--- config.mk ---
export PLATFORM = sky130hd
export DESIGN_NAME = warp_ibuffer
export DESIGN_NICKNAME = d
export VERILOG_FILES = /design/src/rtl/sm_ibuf_pkg.sv /design/src/rtl/ibuf_fifo.sv /design/src/rtl/warp_ibuffer.sv
export SDC_FILE = /design/constraint.sdc
export NUM_CORES = 1
export LEC_CHECK = 0
export ABC_AREA = 1
export CAP_MARGIN = 10
export CORE_UTILIZATION = 40
export CTS_CLUSTER_SIZE = 10
export DETAILED_ROUTE_END_ITERATION = 12
export PLACE_DENSITY_LB_ADDON = 0.25
export SETUP_SLACK_MARGIN = 0.2
export SKIP_CTS_REPAIR_TIMING = 1
export SYNTH_ARGS = -nofsm -noshare
export SYNTH_HDL_FRONTEND = slang
export SYNTH_SLANG_ARGS = --single-unit
--- constraint.sdc ---
create_clock -name clk -period 7.2 [get_ports clk]
set_clock_uncertainty 0.1 [all_clocks]
set_input_delay 1.44 -clock clk [delete_from_list [all_inputs] [get_ports clk]]
set_output_delay 1.44 -clock clk [all_outputs]
set_load 0.02 [all_outputs]
--- src/rtl/sm_ibuf_pkg.sv ---
// Shared types and default sizing for the per-warp instruction buffer.
// An entry is stored as {pc, inst}; the PC occupies the upper bits.
package sm_ibuf_pkg;

  localparam int DEF_NUM_WARPS = 4;
  localparam int DEF_DEPTH     = 2;
  localparam int DEF_INST_W    = 32;
  localparam int DEF_PC_W      = 32;

  typedef struct packed {
    logic [DEF_PC_W-1:0]   pc;
    logic [DEF_INST_W-1:0] inst;
  } ibuf_entry_t;

endpackage

--- src/rtl/ibuf_fifo.sv ---
// Single-warp circular FIFO with extra-wrap-bit pointers and a synchronous clear.
// Clear (branch flush) takes priority over any push or pop in the same cycle.
module ibuf_fifo #(
  parameter int DEPTH = 2,
  parameter int W     = 64
) (
  input  logic         clk,
  input  logic         rst,
  input  logic         push,
  input  logic         pop,
  input  logic         clear,
  input  logic [W-1:0] din,
  output logic [W-1:0] head,
  output logic         empty,
  output logic         full
);

  localparam int AW = $clog2(DEPTH);

  logic [AW:0]  wr_ptr;
  logic [AW:0]  rd_ptr;
  logic [W-1:0] mem [DEPTH];

  always_ff @(posedge clk) begin
    if (rst || clear) begin
      wr_ptr <= '0;
      rd_ptr <= '0;
    end else begin
      if (push && !full)
        wr_ptr <= wr_ptr + 1'b1;
      if (pop && !empty)
        rd_ptr <= rd_ptr + 1'b1;
    end
  end

  // Storage carries no reset; only the pointers define validity.
  always_ff @(posedge clk) begin
    if (!rst && !clear && push && !full)
      mem[wr_ptr[AW-1:0]] <= din;
  end

  assign empty = (wr_ptr == rd_ptr);
  assign full  = (wr_ptr[AW-1:0] == rd_ptr[AW-1:0]) && (wr_ptr[AW] != rd_ptr[AW]);
  assign head  = mem[rd_ptr[AW-1:0]];

endmodule

--- src/rtl/warp_ibuffer.sv ---
// Per-warp instruction buffer feeding the round-robin arbiter and the issue stage.
// Decodes write/pop/flush targets onto one ibuf_fifo per warp and muxes the granted head.
module warp_ibuffer
  import sm_ibuf_pkg::*;
#(
  parameter int   NUM_WARPS = DEF_NUM_WARPS,
  parameter int   DEPTH     = DEF_DEPTH,
  parameter int   INST_W    = DEF_INST_W,
  parameter int   PC_W      = DEF_PC_W,
  localparam int  WID_W     = $clog2(NUM_WARPS)
) (
  input  logic                 clk,
  input  logic                 rst,
  input  logic                 in_valid,
  output logic                 in_ready,
  input  logic [WID_W-1:0]     in_warp,
  input  logic [INST_W-1:0]    in_inst,
  input  logic [PC_W-1:0]      in_pc,
  input  logic [NUM_WARPS-1:0] stall,
  output logic [NUM_WARPS-1:0] req,
  input  logic [WID_W-1:0]     grant,
  input  logic                 grant_valid,
  output logic                 out_valid,
  input  logic                 out_ready,
  output logic [WID_W-1:0]     out_warp,
  output logic [INST_W-1:0]    out_inst,
  output logic [PC_W-1:0]      out_pc,
  input  logic                 flush,
  input  logic [WID_W-1:0]     flush_warp,
  output logic [NUM_WARPS-1:0] full
);

  typedef struct packed {
    logic [PC_W-1:0]   pc;
    logic [INST_W-1:0] inst;
  } entry_t;

  localparam int ENTRY_W = $bits(entry_t);

  logic [NUM_WARPS-1:0] empty;
  logic [NUM_WARPS-1:0] push;
  logic [NUM_WARPS-1:0] pop;
  logic [NUM_WARPS-1:0] clear;
  entry_t               head [NUM_WARPS];
  entry_t               wr_entry;
  entry_t               head_sel;
  logic                 flush_hits_grant;

  assign wr_entry = '{pc: in_pc, inst: in_inst};

  assign in_ready = !full[in_warp];
  assign req      = ~empty & ~stall;

  // A flush of the granted warp must also suppress the pop, since the entry is being discarded.
  assign flush_hits_grant = flush && (flush_warp == grant);
  assign out_valid = grant_valid && !empty[grant] && !stall[grant] && !flush_hits_grant;

  assign out_warp = grant;
  assign head_sel = head[grant];
  assign out_inst = head_sel.inst;
  assign out_pc   = head_sel.pc;

  for (genvar w = 0; w < NUM_WARPS; w++) begin : g_warp
    assign clear[w] = flush && (flush_warp == WID_W'(w));
    assign push[w]  = in_valid && in_ready && (in_warp == WID_W'(w)) && !clear[w];
    assign pop[w]   = out_valid && out_ready && (grant == WID_W'(w));

    ibuf_fifo #(
      .DEPTH (DEPTH),
      .W     (ENTRY_W)
    ) u_fifo (
      .clk   (clk),
      .rst   (rst),
      .push  (push[w]),
      .pop   (pop[w]),
      .clear (clear[w]),
      .din   (wr_entry),
      .head  (head[w]),
      .empty (empty[w]),
      .full  (full[w])
    );
  end

endmodule

==> results of run 1 <==
## power by group
part / switching (mW) / leakage (nW) / internal, mW
Clock: 1.11 / 0.771 / 1.49
Combinational: 0.236 / 2.65 / 0.151
Sequential: 0.0103 / 4.78 / 3.43
## per-layer routing
metal  vias to the layer above  wire length, um
met5                         -               45
met4                         6              985
met3                        77             3005
met2                       360            25430
met1                      6411            23910
li1                       5926                -
## path summary, 6_finish.rpt
check                        startpoint                           to  slack, ps  cells after the start
max reg2reg  g_warp[0].u_fifo.wr_ptr[0]  g_warp[3].u_fifo.mem[0][12]       3350                      9
min reg2reg  g_warp[3].u_fifo.wr_ptr[1]   g_warp[3].u_fifo.wr_ptr[1]        400                      2
max                            grant[1]                  out_inst[1]       1270                      7
min          g_warp[3].u_fifo.wr_ptr[1]   g_warp[3].u_fifo.wr_ptr[1]        400                      2
## sequential cells by signal, summed over array words and instances, names as in the netlist, named ones only
register and cells:
g_warp.u_fifo.mem 512, g_warp.u_fifo.rd_ptr 8, g_warp.u_fifo.wr_ptr 8
## per-stage QoR
step	hold slack, ps	total power, mW	util (%)	instance area [um2]	worst slack [ps]
6_report	404.0	6.428	48.30	24730	1275
3_5_place_dp	400.6	3.890	45.17	23120	1270
5_1_grt	440.7	6.624	48.30	24730	1081
3_3_place_gp	391.1	3.885	45.17	23120	1285
4_1_cts	409.4	6.485	48.29	24730	1264
2_1_floorplan	377.8	3.674	-	20720	64.70
## cell families (layout without fill, tap and decap cells)
group / count (synthesis) / count (layout) / synth area share (%)
compound gates: 469 / 469 / 13.28
other cells: 0 / 2 / 0
xor+xnor: 8 / 8 / 0.3384
flops: 532 / 532 / 76.20
buf+inv: 197 / 374 / 3.825
simple gates: 325 / 325 / 6.364
## worst max-delay path, delay by kind of cell
family | cells | cell delay [ps]
buffers and inverters | 3 | 1850
AND/OR/NAND/NOR | 1 | 600
AO/OA/AOI/OAI | 3 | 450
## cell type report
| type | instances | share of cell area (%) |
|---|---|---|
| inverters | 107 | 1.629 |
| diodes | 2 | 0.02024 |
| well taps | 680 | 3.440 |
| multi-input cells | 802 | 17.06 |
| flip-flops and latches | 532 | 63.82 |
| repair buffers | 179 | 7.559 |
| clock buffers | 86 | 6.420 |
| clock inverters | 2 | 0.05059 |
## cell usage in the layout (no fill, tap or decap), types with 3 or more instances in the layout
cell / instances
nor3_4: 4
nor2_4: 3
inv_1: 93
clkbuf_1: 26
nor3_2: 4
dfxtp_1: 16
edfxtp_1: 512
dfxtp_2: 3
o21a_1: 63
nand3_1: 7
o21ai_0: 234
clkbuf_16: 59
nand2_1: 68
clkdlybuf4s50_1: 155
o2111ai_1: 63
inv_2: 12
nor2_1: 213
a21oi_1: 84
o21ai_1: 23
nand4_1: 18
buf_12: 11
xor2_1: 8
buf_4: 13
==> metrics.cfg, run 1 <==
[status]
status=finished, final reports clean

[critical_path]
cp_common_cell=clkdlybuf4s50_1
critPathKind=primary input to output port
critical_path_required_ps=5660
crit_arrival_ps=4390
max_stage_delay_ps=770
path_cells=clkdlybuf4s50_1 > nand2_2 > buf_12 > a21oi_1 > o21ai_0 > o2111ai_1 > clkdlybuf4s50_1
startpoint_type=primary input
critPathSlowestCell=clkdlybuf4s50_1
cp-end-kind=output port
cp_max_fo=29

[floorplan]
die_w_um=229.5
fp.dieH_um=229.5
coreArea_um2=51200
start_util_pct=40.44
ioPinCount=156
die_area_um2=52670
fp-row-count=83

[clock_network]
tritoncts=done
path_clk_slew_ps=60
clock_latency_ps=600
clockBufferDepth=3
cts_made_buffers=59
clkSinkCount=532
cts_htree_levels=2
ctsRootBufferMaster=clkbuf_16

[global_route]
use_met3_pct=3.835
grtUsageMet2_pct=32.86
grt_pass1_vias=12590
grt_pass1_wl_um=79340
antenna_found_initial=5
met1_usage_pct=27.75
globalRouteOverflowTotal=0
grt_start_max_net_pins=92
grt_usage_pct=20.21
grt-busiest-layer=met2

[synth]
postSynthAreaPerCell_um2=13.52
synth_commonest_cells=edfxtp_1, o21ai_0, nor2_1
yosys_register_bits=532
synth_fp_nets=1611
synth_top_area_share_pct=74.26
synth_ff_type=edfxtp_1
netlist.top_cell.by_area=edfxtp_1
syn-cell-area_um2=20700
synth_edf_count=512
ys_seq_area_share_pct=76.20
synth_cells=1531
async_flop_share_pct=0
yosysMostFrequentCell=edfxtp_1
synth_area_leaders=edfxtp_1, o21ai_0, nor2_1
ys_warn_count=0
yosysUniqueCellTypes=28

[timing]
final-max-slew-violation-count=0
finalSetupViolations=0
period_needed_ps=5925
tns_ps=0
fin_crit_sh_pct=82.30
finalHoldViolations=0
max_slew.worst_pin.slew_ps=1029
max_clock_freq_mhz=168.8
relSlewSlack_pct=31.42
rsz0062_at_grt=no

[layout]
multi_input_area_um2=4219
drive_above_1_share_pct=6.967
nFillCells=4386
nets=1761
final-seq-area_um2=15780
area_delta_synth_final_pct=19.45
layout.cells.non_filler=2390

[placement]
io_buffers=155
dp_hpwl_um=26530
dp_cells=2300
gp_congestion=0.8033

[power_and_ir_drop]
cellPowerDensity_nw_per_um2=259.9
power.leakage_nw=8.203
ir_drop_mv=0.1976

[routing]
dr.pass1.iters=5
viasPerCell=5.347
drt-total-wl_um=53370
vias=12780
postRouteAntennaNets=0
drtIter0Drc=971
post_drt_wl_per_cell_um=22.33
drc=0

[flow_run]
drv_cap=0

[worst_hold_path]
hp-class=flip-flop to flip-flop

Note: power is estimated with default switching activity, not from simulation.
==> inputs of run 2 (changes only) <==
- clock period: 7.2 -> 5.8 ns (I/O delays scaled with it)
==> metrics.cfg, run 2 (synthesis gave the netlist of run 1 again) <==
[clock_network]
ctsRootBufferMaster=clkbuf_16
clkSinkCount=532  ; unchanged
clockBufferDepth=3  ; unchanged
path_clk_slew_ps=50  ; about the same
cts_made_buffers=60  ; +1.7%
tritoncts=done
clock_latency_ps=610  ; about the same
cts_htree_levels=2  ; unchanged

[routing]
post_drt_wl_per_cell_um=22.21  ; -0.56%
drtIter0Drc=1092  ; +12%
drc=0  ; unchanged
viasPerCell=5.319  ; -0.53%
drt-total-wl_um=52850  ; -0.98%
vias=12660  ; -0.95%
dr.pass1.iters=5  ; unchanged
postRouteAntennaNets=0  ; unchanged

[placement]
io_buffers=155  ; unchanged
dp_cells=2306  ; +0.26%
dp_hpwl_um=26110  ; -1.6%
gp_congestion=0.7956  ; -0.96%

[layout]
final_cell_mix=edfxtp_1, o21ai_0, nor2_1, clkdlybuf4s50_1, inv_1
nets=1768  ; +0.40%
final_common_cell=edfxtp_1
area_delta_synth_final_pct=19.89
final_util_pct=48.48  ; +0.18 points
drive_above_1_share_pct=7.534  ; +0.57 points
layout.cells.non_filler=2380  ; -0.42%
largest_reg_flops=512  ; unchanged

[power_and_ir_drop]
power_mw=7.962  ; +24%
power.leakage_nw=8.261  ; +0.71%
cellPowerDensity_nw_per_um2=320.8  ; +23%
ir_drop_mv=0.2272  ; +15%

[timing]
finalHoldViolations=0  ; unchanged
final-max-slew-violation-count=0  ; unchanged
finalSetupViolations=0  ; unchanged
relSlewSlack_pct=34.84  ; +3.4 points
period_needed_ps=5021
max_slew.worst_pin.slew_ps=977.4  ; -51.37 ps
max_clock_freq_mhz=199.2
rsz0062_at_grt=no
fin_crit_sh_pct=86.57

[critical_path]
critPathKind=primary input to output port
critical_path_required_ps=4540  ; -1120 ps
crit_arrival_ps=3760  ; -630 ps
cp_common_cell=clkdlybuf4s50_1
critPathSlowestCell=clkdlybuf4s50_1
startpoint_type=primary input
max_stage_delay_ps=690  ; -80 ps
cp_max_fo=67  ; +130%
cp-end-kind=output port
path_cells=clkdlybuf4s50_1 > inv_2 > nor2_4 > buf_12 > o21ai_0 > o2111ai_1 > clkdlybuf4s50_1

[worst_hold_path]
hp-class=flip-flop to flip-flop

[floorplan]
start_util_pct=40.44  ; unchanged
coreArea_um2=51200  ; unchanged
die_area_um2=52670  ; unchanged
fp.dieH_um=229.5  ; unchanged
ioPinCount=156  ; unchanged
die_w_um=229.5  ; unchanged
fp-row-count=83  ; unchanged

[global_route]
grt_pass1_wl_um=77920  ; -1.8%
grt_start_max_net_pins=76  ; -17%
grt_usage_pct=19.88  ; -0.33 points
antenna_found_initial=6  ; +1
globalRouteOverflowTotal=0  ; unchanged
grt_pass1_vias=12430  ; -1.2%

[flow_run]
drv_cap=0  ; unchanged

[status]
status=finished, final reports clean

==> run 2: cell type report <==
type                       instances  area, um2
sequential                       532      15780
multi-input combinational        802       4219
fill                            4357      26380
tap                              680      850.8
timing repair buffer             185       1977
inverter                         107      402.9
clock buffer                      67       1549
clock inverter                     6      37.54
antenna                            1      2.502
==> run 2: worst max-delay path: cells and delay by family <==
family	cells	cell delay, ps
buf+inv	4	1790
compound gates	2	600
simple gates	1	120
==> run 2: per-layer routing <==
metal  wire (um)  track usage [%]  vias to the layer above
met1       23920            28.39                     6214
met5          52                0                        -
li1            -                -                     5932
met2       24380            31.10                      429
met4        1030            5.896                        8
met3        3463            3.436                       76
==> run 2: final timing paths <==
path                                                    end  slack (ps)  depth (start not counted)                  startpoint
worst max-delay path                           out_inst[21]         780                          7                    grant[0]
worst min-delay path             g_warp[1].u_fifo.wr_ptr[1]         410                          2  g_warp[1].u_fifo.wr_ptr[1]
worst max register to register  g_warp[3].u_fifo.mem[1][22]        2710                          9  g_warp[0].u_fifo.wr_ptr[0]
worst min register to register   g_warp[1].u_fifo.wr_ptr[1]         410                          2  g_warp[1].u_fifo.wr_ptr[1]
==> run 2: where the power goes <==
part	total [mW]	switching, mW	internal, mW
clock	3.22	1.36	1.85
sequential	4.27	0.0117	4.25
combinational	0.480	0.292	0.188
==> run 2: per-stage QoR <==
stage / setup WS [ps] / hold slack [ps] / TNS (ps) / cell area [um2]
floorplan: -1055 / 377.8 / -270130 / 20720
global placement: 822.4 / 391.6 / 0 / 23230
detailed placement: 816.8 / 400.1 / 0 / 23230
CTS: 809.6 / 409.3 / 0 / 24820
global route: 647.2 / 438.5 / 0 / 24820
finish: 779.2 / 412.7 / 0 / 24820
